`config.mk`:
```
export PLATFORM = sky130hd
export DESIGN_NAME = branch_resolve_ctrl_flat
export DESIGN_NICKNAME = d
export VERILOG_FILES = /design/src/rtl/branch_resolve_ctrl_pkg.sv /design/src/rtl/branch_resolve_ctrl_if.sv /design/src/rtl/bht_2bit.sv /design/src/rtl/branch_condition.sv /design/src/rtl/branch_resolve_ctrl.sv /design/src/flat_wrapper.sv
export SDC_FILE = /design/constraint.sdc
export NUM_CORES = 1
export LEC_CHECK = 0
export ABC_CLOCK_PERIOD_IN_PS = 7050
export BUFFER_PORTS_ARGS = -buffer_cell sky130_fd_sc_hd__buf_4
export CORE_ASPECT_RATIO = 0.75
export CORE_MARGIN = 2
export CORE_UTILIZATION = 53
export DETAILED_ROUTE_END_ITERATION = 12
export GPL_ROUTABILITY_DRIVEN = 0
export PLACE_DENSITY = 0.78
export SETUP_SLACK_MARGIN = 0.02
export SLEW_MARGIN = 5
export SYNTH_ARGS = -nofsm -noshare
export SYNTH_HDL_FRONTEND = slang
export SYNTH_SLANG_ARGS = --single-unit
```
`constraint.sdc`:
```
create_clock -name clk -period 7.05 [get_ports clk]
set_clock_uncertainty 0.05 [all_clocks]
set_input_delay 0 -clock clk [delete_from_list [all_inputs] [get_ports clk]]
set_output_delay 0 -clock clk [all_outputs]
set_load 0.01 [all_outputs]
```
`src/rtl/branch_resolve_ctrl_pkg.sv`:
```
// Shared definitions for the EX-stage branch resolver: comparison codes, BHT reset value and
// the FSM state type.
package branch_resolve_ctrl_pkg;

  localparam int unsigned RF_XLEN   = 32;
  localparam int unsigned BR_OPSLEN = 3;

  // Conditional codes follow the RV32 B-type funct3 values; 2 marks jumps, 3 is unused.
  localparam logic [BR_OPSLEN-1:0] BR_OPS_EQ     = 3'd0;
  localparam logic [BR_OPSLEN-1:0] BR_OPS_NE     = 3'd1;
  localparam logic [BR_OPSLEN-1:0] BR_OPS_UNCOND = 3'd2;
  localparam logic [BR_OPSLEN-1:0] BR_OPS_LT     = 3'd4;
  localparam logic [BR_OPSLEN-1:0] BR_OPS_GE     = 3'd5;
  localparam logic [BR_OPSLEN-1:0] BR_OPS_LTU    = 3'd6;
  localparam logic [BR_OPSLEN-1:0] BR_OPS_GEU    = 3'd7;

  localparam logic [1:0] BHT_CNT_RESET = 2'b01;

  typedef enum logic {
    IDLE,
    REDIRECT
  } brc_state_t;

  function automatic logic is_cond_op(logic [BR_OPSLEN-1:0] op);
    return (op == BR_OPS_EQ)  || (op == BR_OPS_NE)  || (op == BR_OPS_LT) ||
           (op == BR_OPS_GE)  || (op == BR_OPS_LTU) || (op == BR_OPS_GEU);
  endfunction

endpackage

```
`src/rtl/branch_resolve_ctrl_if.sv`:
```
// Bundle of EX-stage branch inputs, fetch prediction/redirect signals and statistics.
interface branch_resolve_ctrl_if
  import branch_resolve_ctrl_pkg::*;
#(
  parameter int unsigned XLEN = RF_XLEN
);

  logic                 ex_valid;
  logic [BR_OPSLEN-1:0] ex_br_op;
  logic [XLEN-1:0]      ex_rs1;
  logic [XLEN-1:0]      ex_rs2;
  logic [XLEN-1:0]      ex_pc;
  logic [XLEN-1:0]      ex_target;
  logic                 ex_pred_taken;
  logic [XLEN-1:0]      if_pc;
  logic                 if_pred_taken;
  logic                 redir_valid;
  logic                 redir_ready;
  logic [XLEN-1:0]      redir_pc;
  logic                 flush;
  logic [31:0]          stat_branches;
  logic [31:0]          stat_mispredicts;

  modport master (
    output ex_valid, ex_br_op, ex_rs1, ex_rs2, ex_pc, ex_target, ex_pred_taken, if_pc,
           redir_ready,
    input  if_pred_taken, redir_valid, redir_pc, flush, stat_branches, stat_mispredicts
  );

  modport slave (
    input  ex_valid, ex_br_op, ex_rs1, ex_rs2, ex_pc, ex_target, ex_pred_taken, if_pc,
           redir_ready,
    output if_pred_taken, redir_valid, redir_pc, flush, stat_branches, stat_mispredicts
  );

endinterface

```
`src/rtl/bht_2bit.sv`:
```
// Table of 2-bit saturating counters: combinational read, synchronous update.
module bht_2bit
  import branch_resolve_ctrl_pkg::*;
#(
  parameter int unsigned BHT_ENTRIES = 64,
  localparam int unsigned IDX_W = $clog2(BHT_ENTRIES)
) (
  input  logic             clk,
  input  logic             rst,
  input  logic [IDX_W-1:0] i_rd_idx,
  output logic             o_rd_taken,
  input  logic             i_upd_en,
  input  logic [IDX_W-1:0] i_upd_idx,
  input  logic             i_upd_taken
);

  logic [1:0] r_cnt [BHT_ENTRIES];

  always_ff @(posedge clk or posedge rst) begin
    if (rst) begin
      for (int i = 0; i < int'(BHT_ENTRIES); i++) begin
        r_cnt[i] <= BHT_CNT_RESET;
      end
    end else if (i_upd_en) begin
      if (i_upd_taken && (r_cnt[i_upd_idx] != 2'b11)) begin
        r_cnt[i_upd_idx] <= r_cnt[i_upd_idx] + 2'b01;
      end else if (!i_upd_taken && (r_cnt[i_upd_idx] != 2'b00)) begin
        r_cnt[i_upd_idx] <= r_cnt[i_upd_idx] - 2'b01;
      end
    end
  end

  // Read sees the registered value, so a same-cycle update is not forwarded.
  assign o_rd_taken = r_cnt[i_rd_idx][1];

endmodule

```
`src/rtl/branch_condition.sv`:
```
// Evaluates a branch comparison code on two operands; jumps are always taken.
module branch_condition
  import branch_resolve_ctrl_pkg::*;
#(
  parameter int unsigned XLEN = RF_XLEN
) (
  input  logic [BR_OPSLEN-1:0] i_op,
  input  logic [XLEN-1:0]      i_a,
  input  logic [XLEN-1:0]      i_b,
  output logic                 o_taken
);

  always_comb begin
    o_taken = 1'b0;
    case (i_op)
      BR_OPS_EQ:     o_taken = (i_a == i_b);
      BR_OPS_NE:     o_taken = (i_a != i_b);
      BR_OPS_LT:     o_taken = ($signed(i_a) <  $signed(i_b));
      BR_OPS_GE:     o_taken = ($signed(i_a) >= $signed(i_b));
      BR_OPS_LTU:    o_taken = (i_a <  i_b);
      BR_OPS_GEU:    o_taken = (i_a >= i_b);
      BR_OPS_UNCOND: o_taken = 1'b1;
      default:       o_taken = 1'b0;
    endcase
  end

endmodule

```
`src/rtl/branch_resolve_ctrl.sv`:
```
// EX-stage branch resolver: checks predictions, holds a redirect/flush until fetch accepts it,
// trains the bimodal BHT and counts branches and mispredicts.
module branch_resolve_ctrl
  import branch_resolve_ctrl_pkg::*;
#(
  parameter int unsigned XLEN        = RF_XLEN,
  parameter int unsigned BHT_ENTRIES = 64
) (
  input logic                clk,
  input logic                rst,
  branch_resolve_ctrl_if.slave bus
);

  localparam int unsigned IDX_W = $clog2(BHT_ENTRIES);

  brc_state_t      r_state;
  logic [XLEN-1:0] r_redir_pc;
  logic [31:0]     r_stat_br;
  logic [31:0]     r_stat_mis;

  logic             w_taken;
  logic             w_accept;
  logic             w_mispredict;
  logic [IDX_W-1:0] w_ex_idx;
  logic [IDX_W-1:0] w_if_idx;
  logic             w_unused_if_pc;

  assign w_ex_idx       = bus.ex_pc[IDX_W+1:2];
  assign w_if_idx       = bus.if_pc[IDX_W+1:2];
  assign w_unused_if_pc = ^{bus.if_pc[XLEN-1:IDX_W+2], bus.if_pc[1:0]};

  branch_condition #(
    .XLEN (XLEN)
  ) u_branch_condition (
    .i_op    (bus.ex_br_op),
    .i_a     (bus.ex_rs1),
    .i_b     (bus.ex_rs2),
    .o_taken (w_taken)
  );

  assign w_accept     = (r_state == IDLE) && bus.ex_valid;
  assign w_mispredict = w_taken ^ bus.ex_pred_taken;

  bht_2bit #(
    .BHT_ENTRIES (BHT_ENTRIES)
  ) u_bht (
    .clk         (clk),
    .rst         (rst),
    .i_rd_idx    (w_if_idx),
    .o_rd_taken  (bus.if_pred_taken),
    .i_upd_en    (w_accept && is_cond_op(bus.ex_br_op)),
    .i_upd_idx   (w_ex_idx),
    .i_upd_taken (w_taken)
  );

  always_ff @(posedge clk or posedge rst) begin
    if (rst) begin
      r_state    <= IDLE;
      r_redir_pc <= '0;
      r_stat_br  <= '0;
      r_stat_mis <= '0;
    end else begin
      case (r_state)
        IDLE: begin
          if (w_accept) begin
            r_stat_br <= r_stat_br + 32'd1;
            if (w_mispredict) begin
              r_stat_mis <= r_stat_mis + 32'd1;
              r_redir_pc <= w_taken ? bus.ex_target : (bus.ex_pc + XLEN'(4));
              r_state    <= REDIRECT;
            end
          end
        end
        REDIRECT: begin
          // Anything in EX now is wrong-path; just wait for fetch to take the redirect.
          if (bus.redir_ready) begin
            r_state <= IDLE;
          end
        end
        default: r_state <= IDLE;
      endcase
    end
  end

  assign bus.redir_valid      = (r_state == REDIRECT);
  assign bus.flush            = (r_state == REDIRECT);
  assign bus.redir_pc         = r_redir_pc;
  assign bus.stat_branches    = r_stat_br;
  assign bus.stat_mispredicts = r_stat_mis;

endmodule

```
`src/flat_wrapper.sv`:
```
// flat-port wrapper written by rule: the top's interface ports become plain ports
module branch_resolve_ctrl_flat import branch_resolve_ctrl_pkg::*;
#(
  parameter int unsigned XLEN        = RF_XLEN,
  parameter int unsigned BHT_ENTRIES = 64
)
  (clk, rst, bus_ex_valid, bus_ex_br_op, bus_ex_rs1, bus_ex_rs2, bus_ex_pc, bus_ex_target, bus_ex_pred_taken, bus_if_pc, bus_redir_ready, bus_if_pred_taken, bus_redir_valid, bus_redir_pc, bus_flush, bus_stat_branches, bus_stat_mispredicts);
  branch_resolve_ctrl_if #(.XLEN(XLEN)) bus_i ();
  input logic clk;
  input logic rst;
  input wire logic [$bits(bus_i.ex_valid)-1:0] bus_ex_valid;
  input wire logic [$bits(bus_i.ex_br_op)-1:0] bus_ex_br_op;
  input wire logic [$bits(bus_i.ex_rs1)-1:0] bus_ex_rs1;
  input wire logic [$bits(bus_i.ex_rs2)-1:0] bus_ex_rs2;
  input wire logic [$bits(bus_i.ex_pc)-1:0] bus_ex_pc;
  input wire logic [$bits(bus_i.ex_target)-1:0] bus_ex_target;
  input wire logic [$bits(bus_i.ex_pred_taken)-1:0] bus_ex_pred_taken;
  input wire logic [$bits(bus_i.if_pc)-1:0] bus_if_pc;
  input wire logic [$bits(bus_i.redir_ready)-1:0] bus_redir_ready;
  output wire logic [$bits(bus_i.if_pred_taken)-1:0] bus_if_pred_taken;
  output wire logic [$bits(bus_i.redir_valid)-1:0] bus_redir_valid;
  output wire logic [$bits(bus_i.redir_pc)-1:0] bus_redir_pc;
  output wire logic [$bits(bus_i.flush)-1:0] bus_flush;
  output wire logic [$bits(bus_i.stat_branches)-1:0] bus_stat_branches;
  output wire logic [$bits(bus_i.stat_mispredicts)-1:0] bus_stat_mispredicts;
  assign bus_i.ex_valid = bus_ex_valid;
  assign bus_i.ex_br_op = bus_ex_br_op;
  assign bus_i.ex_rs1 = bus_ex_rs1;
  assign bus_i.ex_rs2 = bus_ex_rs2;
  assign bus_i.ex_pc = bus_ex_pc;
  assign bus_i.ex_target = bus_ex_target;
  assign bus_i.ex_pred_taken = bus_ex_pred_taken;
  assign bus_i.if_pc = bus_if_pc;
  assign bus_i.redir_ready = bus_redir_ready;
  assign bus_if_pred_taken = bus_i.if_pred_taken;
  assign bus_redir_valid = bus_i.redir_valid;
  assign bus_redir_pc = bus_i.redir_pc;
  assign bus_flush = bus_i.flush;
  assign bus_stat_branches = bus_i.stat_branches;
  assign bus_stat_mispredicts = bus_i.stat_mispredicts;
  branch_resolve_ctrl #(.XLEN(XLEN), .BHT_ENTRIES(BHT_ENTRIES)) u_core (.clk(clk), .rst(rst), .bus(bus_i));
endmodule
```
==> impl_metrics.json, run 1 <==
{
  "synth_most_common_cell": "dfrtp_1",
  "numCtsBuffers": 23,
  "syn_area_mm2": 0.01243,
  "ys.flop_type": "dfrtp_1",
  "layout-drive-gt1-share_pct": 35.87,
  "crit_required_ns": 7.42,
  "cap_violations": 0,
  "cts_tree": "yes",
  "slew_headroom_pct": 9.254,
  "syn_nets": 1361,
  "worst_r2r_endpoint": "u_core.u_bht.r_cnt[29]",
  "power.leakage_nw": 7.352,
  "ir_worst_vdd_uv": 231.1,
  "start_util_pct": 54.05,
  "setup_viol": 0,
  "insertion_delay_ns": 0.54,
  "num_io_pins": 267,
  "place_inst": 1647,
  "ctsHtreeMaxLevel": 1,
  "post_drt_via_cell_ratio": 6.153,
  "drc_errors": 0,
  "period_share_pct": 60.51,
  "ys_types": 61,
  "antenna_found_initial": 0,
  "rsz0062_at_grt": "no",
  "grt-ovfl-total": 0,
  "synth_edf_count": 0,
  "synth_common_cells": "dfrtp_1, mux2_2, nor2_1",
  "synth-async-reset-ratio_pct": 100.0,
  "nets": 1646,
  "die_y_um": 136.6,
  "whs_ns": 0.05632,
  "yosysTopAreaCell": "dfrtp_1",
  "path_class": "flop to flop",
  "holdPathStages": 4,
  "dp_slack_ns": 2.616,
  "die_w_um": 180.9,
  "grt_pass1_wl_um": 60140,
  "power_density_mw_per_mm2": 254.8,
  "vias": 10820,
  "fill_cells": 1596,
  "worstPathArrival_ns": 4.63,
  "syn2layout_area_growth_pct": 28.55,
  "die-area_mm2": 0.02471,
  "clock.fmax_ghz": 0.2344,
  "setup_ws_ns": 2.784,
  "core_area_mm2": 0.02300,
  "period_needed_ns": 4.266,
  "stdcell_count": 1758,
  "io_buffers": 240,
  "worstSetupEndpointType": "flop",
  "antenna_cells": 0,
  "root_buffer": "clkbuf_16",
  "synth.area.top_cells": "dfrtp_1, dfstp_2, mux2_2, mux4_2, ha_1",
  "synth-seq-cells": 225,
  "ff2ff_setup_slack_ns": 2.78,
  "rows": 48,
  "netlist_instances": 1156,
  "clkSinkCount": 225,
  "worst_pin_slew_ns": 1.323,
  "grtUsageTotal_pct": 30.72,
  "grt_pass1_vias": 11040,
  "cts_resized": 0,
  "crit_end": "u_core.u_bht.r_cnt[29]",
  "cts_buffer_depth": 3,
  "first_pass_iters": 5,
  "wl_per_cell_um": 21.51,
  "crit_fanout": 8,
  "status": "finished clean",
  "yosysWarnings": 0,
  "ys_seq_area_share_pct": 45.93,
  "hold_class": "input pin to flop",
  "drtIter0Drc": 961,
  "setup_tns_ns": 0,
  "dpl.hpwl_um": 24120,
  "cp-start-kind": "flop",
  "finalHoldViolations": 0,
  "grt_max_degree": 154,
  "drt_wl_total_um": 37820,
  "yosysTopAreaCellShare_pct": 32.41,
  "path_clk_slew_ns": 0.06,
  "r2r.worst_path.cells": 10,
  "drv_slew": 0,
  "syn_area_per_cell_um2": 10.75,
  "final_antenna_net_count": 0
}
## power breakdown
part	internal (mW)	total, mW	leakage [nW]	switching (mW)
clock network	0.778	1.32	0.402	0.542
registers	1.53	1.71	2.77	0.171
logic	0.544	1.05	4.18	0.503
## worst max-delay path, stage by stage, from the launching register on
cell,delay (ns)
dfstp_2,0.53
o22ai_1,0.08
nor4_1,0.47
o22ai_1,0.18
or4_1,0.61
ha_1,0.24
nor2_1,0.22
nand2_1,0.08
mux2i_1,0.99
nand2_1,0.33
mux2_2,0.36
## stage by stage
stage          cell area, µm²  util (%)  power [mW]
2_1_floorplan           12430         -       2.190
3_3_place_gp            14480     62.95       2.579
3_5_place_dp            14480     62.95       2.611
4_1_cts                 15980     69.48       4.033
5_1_grt                 15980     69.48       4.223
6_report                15980     69.48       4.072
## how the worst min path moves through the flow
stage | to | startpoint | slack (ns)
final | u_core.u_bht.r_cnt[103] | bus_ex_pc[6] | 0.06
after global routing | u_core.u_bht.r_cnt[23] | bus_ex_pc[5] | 0.09
after CTS | flop | bus_ex_pc[6] | 0.04
after detailed placement | u_core.bus.redir_pc[6] | bus_ex_target[6] | 0.21
after global placement | u_core.bus.redir_pc[12] | bus_ex_target[12] | 0.21
after floorplan | u_core.bus.redir_pc[10] | bus_ex_target[10] | 0.09
## final cells by class
cell class	count	area, µm²	share of cell area, %
Multi-Input combinational cell	803	6257	39.15
Clock inverter	10	142.6	0.8925
Timing Repair Buffer	317	2552	15.97
Inverter	71	274.0	1.715
Tap cell	300	375.4	2.349
Sequential cell	225	5710	35.73
Clock buffer	32	669.4	4.189
## placed cells by master (no fill, tap or decap), types with 21 or more instances in the layout
cell	netlist	final
xnor2_1	50	50
dfrtp_1	161	161
nand4_1	28	28
inv_1	71	70
nand2_1	89	89
ha_1	37	37
dfstp_2	64	64
o22ai_1	30	30
clkbuf_16	0	23
nor2_1	110	109
a221oi_1	35	35
xor2_1	39	39
a22oi_1	22	22
buf_4	2	248
mux2_2	131	131
dlygate4sd3_1	0	69
mux4_2	21	21
nor3_1	22	22
nand3_1	32	32
## layer usage
metal / up-vias / share of wire [%] / track usage, %
li1: 4746 / - / -
met1: 5255 / 40 / 39.73
met2: 649 / 45 / 48.69
met3: 167 / 9.9 / 7.557
met4: 0 / 5.1 / 15.41
met5: - / 0 / 0
## what timing repair did
item,in CTS,in global routing
hold buffers,69,0
hold endpoints to repair,159,0
setup buffers,0,0
endpoints found under the setup margin,0,0
## cell families after synthesis
kind of cell	Yosys count	synth area share, %
adder cells (fa/ha/maj)	37	3.724
buffers and inverters	128	4.157
flip-flops	225	45.93
AO/OA/AOI/OAI	142	8.394
XOR/XNOR	91	6.622
AND/OR/NAND/NOR	371	14.69
multiplexers	162	16.48
Note: power is estimated with default switching activity, not from simulation.
==> run 2: changes to the inputs <==
--- a/config.mk
+++ b/config.mk
@@ -5,7 +5,7 @@
 export SDC_FILE = /design/constraint.sdc
 export NUM_CORES = 1
 export LEC_CHECK = 0
-export ABC_CLOCK_PERIOD_IN_PS = 7050
+export ABC_CLOCK_PERIOD_IN_PS = 4200
 export BUFFER_PORTS_ARGS = -buffer_cell sky130_fd_sc_hd__buf_4
 export CORE_ASPECT_RATIO = 0.75
 export CORE_MARGIN = 2
==> constraint.sdc (replaced) <==
create_clock -name clk -period 4.2 [get_ports clk]
set_clock_uncertainty 0.05 [all_clocks]
set_input_delay 0 -clock clk [delete_from_list [all_inputs] [get_ports clk]]
set_output_delay 0 -clock clk [all_outputs]
set_load 0.01 [all_outputs]
==> impl_metrics.json, run 2 (synthesis gave the netlist of run 1 again) <==
{
  "drtIter0Drc": 1114,
  "core_area_mm2": 0.02300,
  "drc_errors": 0,
  "status": "finished clean",
  "worstPathArrival_ns": 4.26,
  "insertion_delay_ns": 0.53,
  "hold_end": "u_core.bus.stat_mispredicts[15]",
  "antenna_found_initial": 0,
  "hold_class": "input pin to flop",
  "path_class": "input pin to flop",
  "ctsHoldBuffers": 65,
  "setup_viol": 0,
  "r2r.worst_path.cells": 11,
  "layout_common_cells": "buf_4, dfrtp_1, mux2_2, nor2_1, nand2_1",
  "drv_slew": 0,
  "rows": 48,
  "power.leakage_nw": 7.516,
  "ff2ff_setup_slack_ns": 0.59,
  "nets": 1678,
  "power_density_mw_per_mm2": 422.9,
  "numCtsBuffers": 23,
  "pwr-share-clk_pct": 32.3,
  "p_int_mw": 4.849,
  "cap_violations": 0,
  "start_util_pct": 54.05,
  "cts_resized": 0,
  "holdPathStages": 4,
  "io_buffers": 240,
  "crit_fanout": 37,
  "wl_per_cell_um": 21.17,
  "die_y_um": 136.6,
  "ctsHtreeMaxLevel": 1,
  "num_io_pins": 267,
  "setup_tns_ns": 0,
  "whs_ns": 0.02924,
  "root_buffer": "clkbuf_16",
  "switching_share_pct": 29.46,
  "first_pass_iters": 7,
  "pwr-share-seq_pct": 41.7,
  "dpl.hpwl_um": 25530,
  "ir_worst_vdd_uv": 314.4,
  "die_w_um": 180.9,
  "switchingPower_mw": 2.025,
  "dpl_cell_area_mm2": 0.01478,
  "clkSinkCount": 225,
  "finalHoldViolations": 0,
  "worstSetupEndpointType": "flop",
  "post-route-cell-area_mm2": 0.01626,
  "vias": 10930,
  "worst_r2r_endpoint": "u_core.u_bht.r_cnt[89]",
  "grt-ovfl-total": 0,
  "final_common_cell": "buf_4",
  "drt_wl_total_um": 37890,
  "grt_max_degree": 80,
  "path_clk_slew_ns": 0.07,
  "cts_setup_buffers": 0,
  "grt_pass1_vias": 11140,
  "cts_buffer_depth": 3,
  "period_needed_ns": 3.849,
  "cts_tree": "yes",
  "grt_pass1_wl_um": 60200,
  "die-area_mm2": 0.02471,
  "antenna_cells": 0,
  "crit_required_ns": 4.61,
  "worstHoldStart": "bus_ex_pred_taken",
  "syn2layout_area_growth_pct": 30.76,
  "grtUsageTotal_pct": 30.68,
  "slew_headroom_pct": 48.30,
  "post_drt_via_cell_ratio": 6.103,
  "clock.fmax_ghz": 0.2598,
  "rsz0062_at_grt": "no",
  "final_antenna_net_count": 0,
  "period_share_pct": 91.63,
  "cp-start-kind": "input pin",
  "layout-drive-gt1-share_pct": 37.65,
  "comb_power_share_pct": 26.0,
  "worst_pin_slew_ns": 0.7755
}
-- run 2: changes by cell type in the layout (fill, tap and decap cells not counted), sizes merged --
cell and change:
buf +36, clkinv -1, inv -1, clkinvlp +3, dlygate4sd3 -4, clkbuf -1
-- run 2: worst max path at each step --
stage / from / end / slack, ns
after global placement: bus_ex_pc[3] / u_core.u_bht.r_cnt[89] / 0.51
after global routing: bus_ex_rs2[31] / u_core.bus.redir_pc[11] / 0.09
after floorplan: bus_ex_pc[2] / u_core.u_bht.r_cnt[45] / 0.67
after detailed placement: bus_ex_pc[3] / u_core.u_bht.r_cnt[89] / 0.42
final: bus_ex_rs2[14] / u_core.bus.redir_pc[10] / 0.35
after CTS: bus_ex_rs2[31] / u_core.bus.redir_pc[13] / 0.51
-- run 2: stage by stage --
stage               utilization, %  cells  setup WS [ns]  power, mW
floorplan                        -   1156         0.6700      3.677
global placement             64.25   1683         0.5065      4.371
detailed placement           64.25   1683         0.4157      4.430
CTS                          70.67   1790         0.5138      6.827
global route                 70.67   1790        0.09401      7.148
finish                       70.67   1790         0.3514      6.875
-- run 2: cell type report --
cell class              count  area (µm²)
inverters                  71       270.3
flip-flops and latches    225        5710
clock buffers              31       685.7
multi-input cells         803        6252
fillers                  1580        6746
repair buffers            349        2820
well taps                 300       375.4
clock inverters            11       141.4
-- run 2: metal layers --
layer  up-vias  GRT usage [%]  part of all wire [%]
met3       170          5.082                   8.6
met1      5316          41.14                    41
met2       636          49.32                    46
met5         -              0                     0
met4         0          14.34                   4.8
li1       4803              -                     -
-- run 2: worst max-delay path, stage by stage --
cell           delay, ns
buf_4               0.08
inv_1               0.03
ha_1                0.31
nand4_1             0.17
nor2_1              0.06
a221o_1             0.34
o31a_1              0.34
o31a_1              0.34
o32ai_4             0.65
buf_4               0.26
mux2i_4             0.24
buf_4               0.42
nor2_1              0.12
a221oi_1            0.27
dlygate4sd3_1       0.61
-- run 2: power groups by stage --
stage	Clock [mW]	Sequential, mW	Combinational [mW]
finish	2.22	2.87	1.79
global route	2.33	2.91	1.91
CTS	2.24	2.84	1.74
detailed placement	0	2.88	1.55
global placement	0	2.86	1.51
floorplan	0	2.88	0.795
